### src/rtl/ocr_pkg.sv
// Shared OCR constants and the loader state encoding.
package ocr_pkg;

    localparam int unsigned OCR_ADDR_W = 10;
    localparam int unsigned OCR_DATA_W = 32;
    localparam int unsigned OCR_DEPTH  = 1024;

    typedef enum logic [1:0] {
        IDLE,
        LOAD,
        FLUSH,
        DONE
    } loader_state_t;

endpackage

### src/rtl/ocr_stream_loader.sv
// Streams Avalon-ST beats into the OCR as single-cycle Avalon-MM writes.
// Optional running checksum of written words: define OCR_STREAM_LOADER_CHECKSUM_EN.
module ocr_stream_loader
    import ocr_pkg::*;
#(
    parameter int unsigned ADDR_W = OCR_ADDR_W,
    parameter int unsigned DATA_W = OCR_DATA_W,
    parameter int unsigned BE_W   = DATA_W / 8
) (
    input  logic              clk,
    input  logic              reset,
    input  logic              start,
    input  logic [ADDR_W-1:0] start_addr,
    input  logic [ADDR_W:0]   word_count,
    input  logic              abort,
    output logic              busy,
    output logic              done,
    output logic              aborted,
    input  logic [DATA_W-1:0] snk_data,
    input  logic [BE_W-1:0]   snk_byteen,
    input  logic              snk_valid,
    output logic              snk_ready,
    output logic [ADDR_W-1:0] ocr_address,
    output logic [BE_W-1:0]   ocr_byteenable,
    output logic              ocr_chipselect,
    output logic              ocr_write,
    output logic [DATA_W-1:0] ocr_writedata,
    output logic              ocr_clken,
    output logic [DATA_W-1:0] checksum
);

    localparam logic [ADDR_W:0] MaxWords = {1'b1, {ADDR_W{1'b0}}};
    localparam logic [ADDR_W:0] OneWord  = {{ADDR_W{1'b0}}, 1'b1};

    loader_state_t     state_q, state_d;
    logic [ADDR_W-1:0] addr_q, addr_d;
    logic [ADDR_W:0]   rem_q, rem_d;
    logic              aborted_q, aborted_d;
    logic              accept;
    logic [ADDR_W:0]   count_clamped;

    // Write stage: one registered beat, issued the cycle after it is accepted.
    logic              wr_valid_q, wr_valid_d;
    logic [ADDR_W-1:0] wr_addr_q, wr_addr_d;
    logic [DATA_W-1:0] wr_data_q, wr_data_d;
    logic [BE_W-1:0]   wr_be_q, wr_be_d;

    assign count_clamped = (word_count > MaxWords) ? MaxWords : word_count;

    always_comb begin
        state_d    = state_q;
        addr_d     = addr_q;
        rem_d      = rem_q;
        aborted_d  = aborted_q;
        wr_valid_d = 1'b0;
        wr_addr_d  = wr_addr_q;
        wr_data_d  = wr_data_q;
        wr_be_d    = wr_be_q;
        snk_ready  = 1'b0;
        accept     = 1'b0;

        case (state_q)
            IDLE: begin
                if (start) begin
                    aborted_d = 1'b0;
                    if (word_count == '0) begin
                        state_d = DONE;
                    end else begin
                        addr_d  = start_addr;
                        rem_d   = count_clamped;
                        state_d = LOAD;
                    end
                end
            end
            LOAD: begin
                snk_ready = (rem_q != '0) && !abort;
                accept    = snk_valid && snk_ready;
                if (accept) begin
                    wr_valid_d = 1'b1;
                    wr_addr_d  = addr_q;
                    wr_data_d  = snk_data;
                    wr_be_d    = snk_byteen;
                    addr_d     = addr_q + 1'b1;
                    rem_d      = rem_q - OneWord;
                    if (rem_q == OneWord) begin
                        state_d = FLUSH;
                    end
                end
                if (abort) begin
                    aborted_d = 1'b1;
                    state_d   = FLUSH;
                end
            end
            FLUSH:   state_d = DONE;
            DONE:    state_d = IDLE;
            default: state_d = IDLE;
        endcase
    end

    always_ff @(posedge clk) begin
        if (reset) begin
            state_q    <= IDLE;
            addr_q     <= '0;
            rem_q      <= '0;
            aborted_q  <= 1'b0;
            wr_valid_q <= 1'b0;
            wr_addr_q  <= '0;
            wr_data_q  <= '0;
            wr_be_q    <= '0;
        end else begin
            state_q    <= state_d;
            addr_q     <= addr_d;
            rem_q      <= rem_d;
            aborted_q  <= aborted_d;
            wr_valid_q <= wr_valid_d;
            wr_addr_q  <= wr_addr_d;
            wr_data_q  <= wr_data_d;
            wr_be_q    <= wr_be_d;
        end
    end

`ifdef OCR_STREAM_LOADER_CHECKSUM_EN
    logic [DATA_W-1:0] sum_q, sum_d;

    // Summed at accept so the total already includes a word in its write cycle.
    always_comb begin
        sum_d = sum_q;
        if (state_q == IDLE && start) begin
            sum_d = '0;
        end else if (accept) begin
            sum_d = sum_q + snk_data;
        end
    end

    always_ff @(posedge clk) begin
        if (reset) begin
            sum_q <= '0;
        end else begin
            sum_q <= sum_d;
        end
    end

    assign checksum = sum_q;
`else
    assign checksum = '0;
`endif

    assign busy           = (state_q != IDLE);
    assign done           = (state_q == DONE);
    assign aborted        = done && aborted_q;
    assign ocr_write      = wr_valid_q;
    assign ocr_chipselect = wr_valid_q;
    assign ocr_address    = wr_addr_q;
    assign ocr_writedata  = wr_data_q;
    assign ocr_byteenable = wr_be_q;
    assign ocr_clken      = 1'b1;

endmodule

### config.mk
export PLATFORM = sky130hd
export DESIGN_NAME = ocr_stream_loader
export DESIGN_NICKNAME = d
export VERILOG_FILES = /design/src/rtl/ocr_pkg.sv /design/src/rtl/ocr_stream_loader.sv
export SDC_FILE = /design/constraint.sdc
export NUM_CORES = 1
export LEC_CHECK = 0
export ABC_AREA = 1
export CORE_MARGIN = 1.5
export CORE_UTILIZATION = 40
export DETAILED_ROUTE_END_ITERATION = 7
export PLACE_DENSITY_LB_ADDON = 0.12
export RECOVER_POWER = 25
export SKIP_LAST_GASP = 1
export SYNTH_ARGS = -nofsm -noshare
export SYNTH_HDL_FRONTEND = slang
export SYNTH_SLANG_ARGS = --single-unit
### constraint.sdc
create_clock -name clk -period 2.2 [get_ports clk]
set_input_delay 0.55 -clock clk [delete_from_list [all_inputs] [get_ports clk]]
set_output_delay 0.55 -clock clk [all_outputs]
set_load 0.1 [all_outputs]
==> impl_metrics.json <==
{
  "port_buffers": 113,
  "required_ps": 1650,
  "grt_usage_pct": 19.3,
  "slew_headroom_pct": 62.9,
  "chipHeight_um": 99.5,
  "max_freq_ghz": 0.459,
  "peakVddDrop_mv": 1.05,
  "clk_latency_ps": 340,
  "clk_pin_slew_worst_paths_ps": 70,
  "synth_commonest_cells": "nand2_1, dfxtp_1, nand3_1",
  "dp_slack_ps": -7.70,
  "synthToLayoutAreaGrowth_pct": 31.9,
  "worst_hold_path_type": "reg -> reg",
  "crit_path_start_kind": "input pin",
  "syn_area_um2": 3730,
  "regArea_um2": 1420,
  "cts_buffer_depth": 2,
  "placedCellCount": 759,
  "vias": 3701,
  "min_to": "ocr_address[0]$_SDFFE_PP0P_",
  "final_max_slew_viol_count": 0,
  "place_congestion": 0.855,
  "grt_pass1_wl_um": 15400,
  "worst_clock_skew_ps": 7.99,
  "rows": 35,
  "synth.area.top_cells": "dfxtp_1, nand2_1, nand3_1",
  "finalNetCount": 731,
  "die_w_um": 99.5,
  "first_pass_iters": 6,
  "synth_async_sr_flop_share_pct": 0,
  "synth_edf_count": 0,
  "grt_max_degree": 48,
  "place_hpwl_um": 6560,
  "endpoint_kind": "output port",
  "synth_area_leader_cell": "dfxtp_1",
  "io_pins": 147,
  "ys_seq_elements": 71,
  "reg2regPathDepth": 10,
  "hold_depth": 2,
  "core_um2": 9150,
  "min_period_ps": 2180,
  "clkSinkCount": 71,
  "ys_types": 25,
  "yosys_warnings": 0,
  "postLayoutSetupSlackWorst_ps": 19.2,
  "finalCritPeriodShare_pct": 99.1,
  "grt_pass1_vias": 3365,
  "drt_iter0_drc": 154,
  "drt-wirelength-per-cell_um": 12.2,
  "hold_viol_final": 0,
  "synth.top_cell.area_share_pct": 38.1,
  "setup_viol_count_final": 0,
  "yosysSeqAreaShare_pct": 38.1,
  "cts_root_buf": "clkbuf_8",
  "ant_nets": 0,
  "cap_violations": 0,
  "num-fill-cells": 955,
  "synth.most_common_cell": "nand2_1",
  "cp.arrival_ps": 1630,
  "grt.overflow.total": 0,
  "cts_made_buffers": 9,
  "critPathKind": "in -> out",
  "instances_no_fill": 777,
  "multiInputGateArea_um2": 1890,
  "dieArea_um2": 9900,
  "crit_fanout": 2,
  "min_from": "ocr_address[0]$_SDFFE_PP0P_",
  "tightest_slew_ps": 559,
  "syn_inst": 554,
  "routed_wl_um": 9460,
  "synth.avg_cell_area_um2": 6.73,
  "viasPerCell": 4.76,
  "reg2reg_slack_ps": 380,
  "powerDensity_nw_per_um2": 1300,
  "total_leakage_power_nw": 2.22,
  "cts_tree": "yes",
  "drive_above_1_share_pct": 14.6,
  "start_util_pct": 40.7,
  "h-tree-depth": 3,
  "n_antenna_cell": 0,
  "r2r-end": "ocr_writedata[30]$_SDFFE_PP0P_",
  "drc": 0,
  "antenna_found_initial": 0,
  "synth_flop_cell": "dfxtp_1",
  "reg2reg_from": "state_q[0]$_SDFFE_PP0P_",
  "outcome": "finished, final reports clean"
}
[cells in the final DEF, fill, tap and decap left out, drive strengths merged]
cell type | netlist | layout
xor2 | 2 | 2
o21ai | 23 | 23
conb | 2 | 33
clkdlybuf4s50 | 0 | 59
bufinv | 0 | 2
xnor2 | 1 | 1
inv | 31 | 31
ha | 8 | 8
clkbuf | 10 | 40
dfxtp | 71 | 71
o21bai | 1 | 1
nand4 | 1 | 1
nand3b | 1 | 1
nand2 | 152 | 152
buf | 55 | 41
a21oi | 52 | 52
nor3 | 1 | 1
clkinv | 0 | 4
nand3 | 72 | 72
nor2 | 70 | 70
o22ai | 1 | 1
[critical path: stages]
cell and delay, ps:
clkdlybuf4s50_1 470, nor2_2 140, inv_1 90, a21oi_4 180, buf_12 200
[final cells by class]
cell class,count,area share [%]
Clock buffer,10,2.80
Clock inverter,6,1.71
Multi-Input combinational cell,418,38.4
Tap cell,111,2.83
Timing Repair Buffer,130,23.0
Inverter,31,2.37
Sequential cell,71,28.9
[sequential cells by signal, summed over array words and instances (netlist names)]
signal / flops
ocr_writedata: 32
rem_q: 11
addr_q: 10
ocr_address: 10
ocr_byteenable: 4
state_q: 2
aborted_q: 1
ocr_chipselect: 1
[cells by family after synthesis]
group | synth area share [%]
AND/OR/NAND/NOR | 33.0
buffers and inverters | 14.8
AO/OA/AOI/OAI | 10.4
flip-flops | 38.1
adder cells (fa/ha/maj) | 2.69
XOR/XNOR | 0.705
other | 0.202
[through the flow]
stage | area (um^2) | setup TNS (ps) | util, % | hold slack (ps) | power, mW
5_1_grt | 4920 | -13.9 | 53.7 | 482 | 6.90
3_3_place_gp | 4750 | -2.99 | 51.9 | 453 | 5.21
2_1_floorplan | 3840 | 0 | - | 470 | 4.47
6_report | 4920 | 0 | 53.7 | 465 | 6.39
4_1_cts | 4970 | 0 | 54.4 | 468 | 6.44
3_5_place_dp | 4750 | -7.70 | 51.9 | 456 | 5.25
[worst max-delay path by stage]
stage,startpoint,endpoint,slack [ps],depth (start not counted)
floorplan,state_q[0]$_SDFFE_PP0P_,rem_q[8]$_SDFFE_PP0P_,0.9,11
global placement,abort,snk_ready,-3,5
detailed placement,abort,snk_ready,-8,5
CTS,abort,snk_ready,20,5
global route,state_q[1]$_SDFFE_PP0P_,snk_ready,-10,7
finish,abort,snk_ready,20,5
[metal layers]
layer / global-route usage [%] / routed length (um) / vias up
met1: 24.9 / 4430 / 1655
met2: 32.0 / 4430 / 114
met3: 3.02 / 389 / 16
li1: - / - / 1916
met5: 0 / 0 / -
met4: 8.23 / 201 / 0
[power breakdown]
| group | switching (mW) | total, mW | leakage, nW | internal [mW] |
|---|---|---|---|---|
| logic | 2.33 | 3.39 | 1.53 | 1.05 |
| clock network | 0.503 | 1.17 | 0.116 | 0.666 |
| registers | 0.258 | 1.83 | 0.579 | 1.57 |
| total | 3.09 | 6.39 | 2.22 | 3.29 |
[timing repair]
item | 4_1_cts | 5_1_grt
gates cloned | 0 | 0
pin swaps | 0 | 1
gates resized for setup | 1 | 1
setup buffers | 0 | 2
hold endpoints to repair | 0 | 0
hold buffers | 0 | 0
setup endpoints to repair | 1 | 1
(Power assumes the default switching activity.)
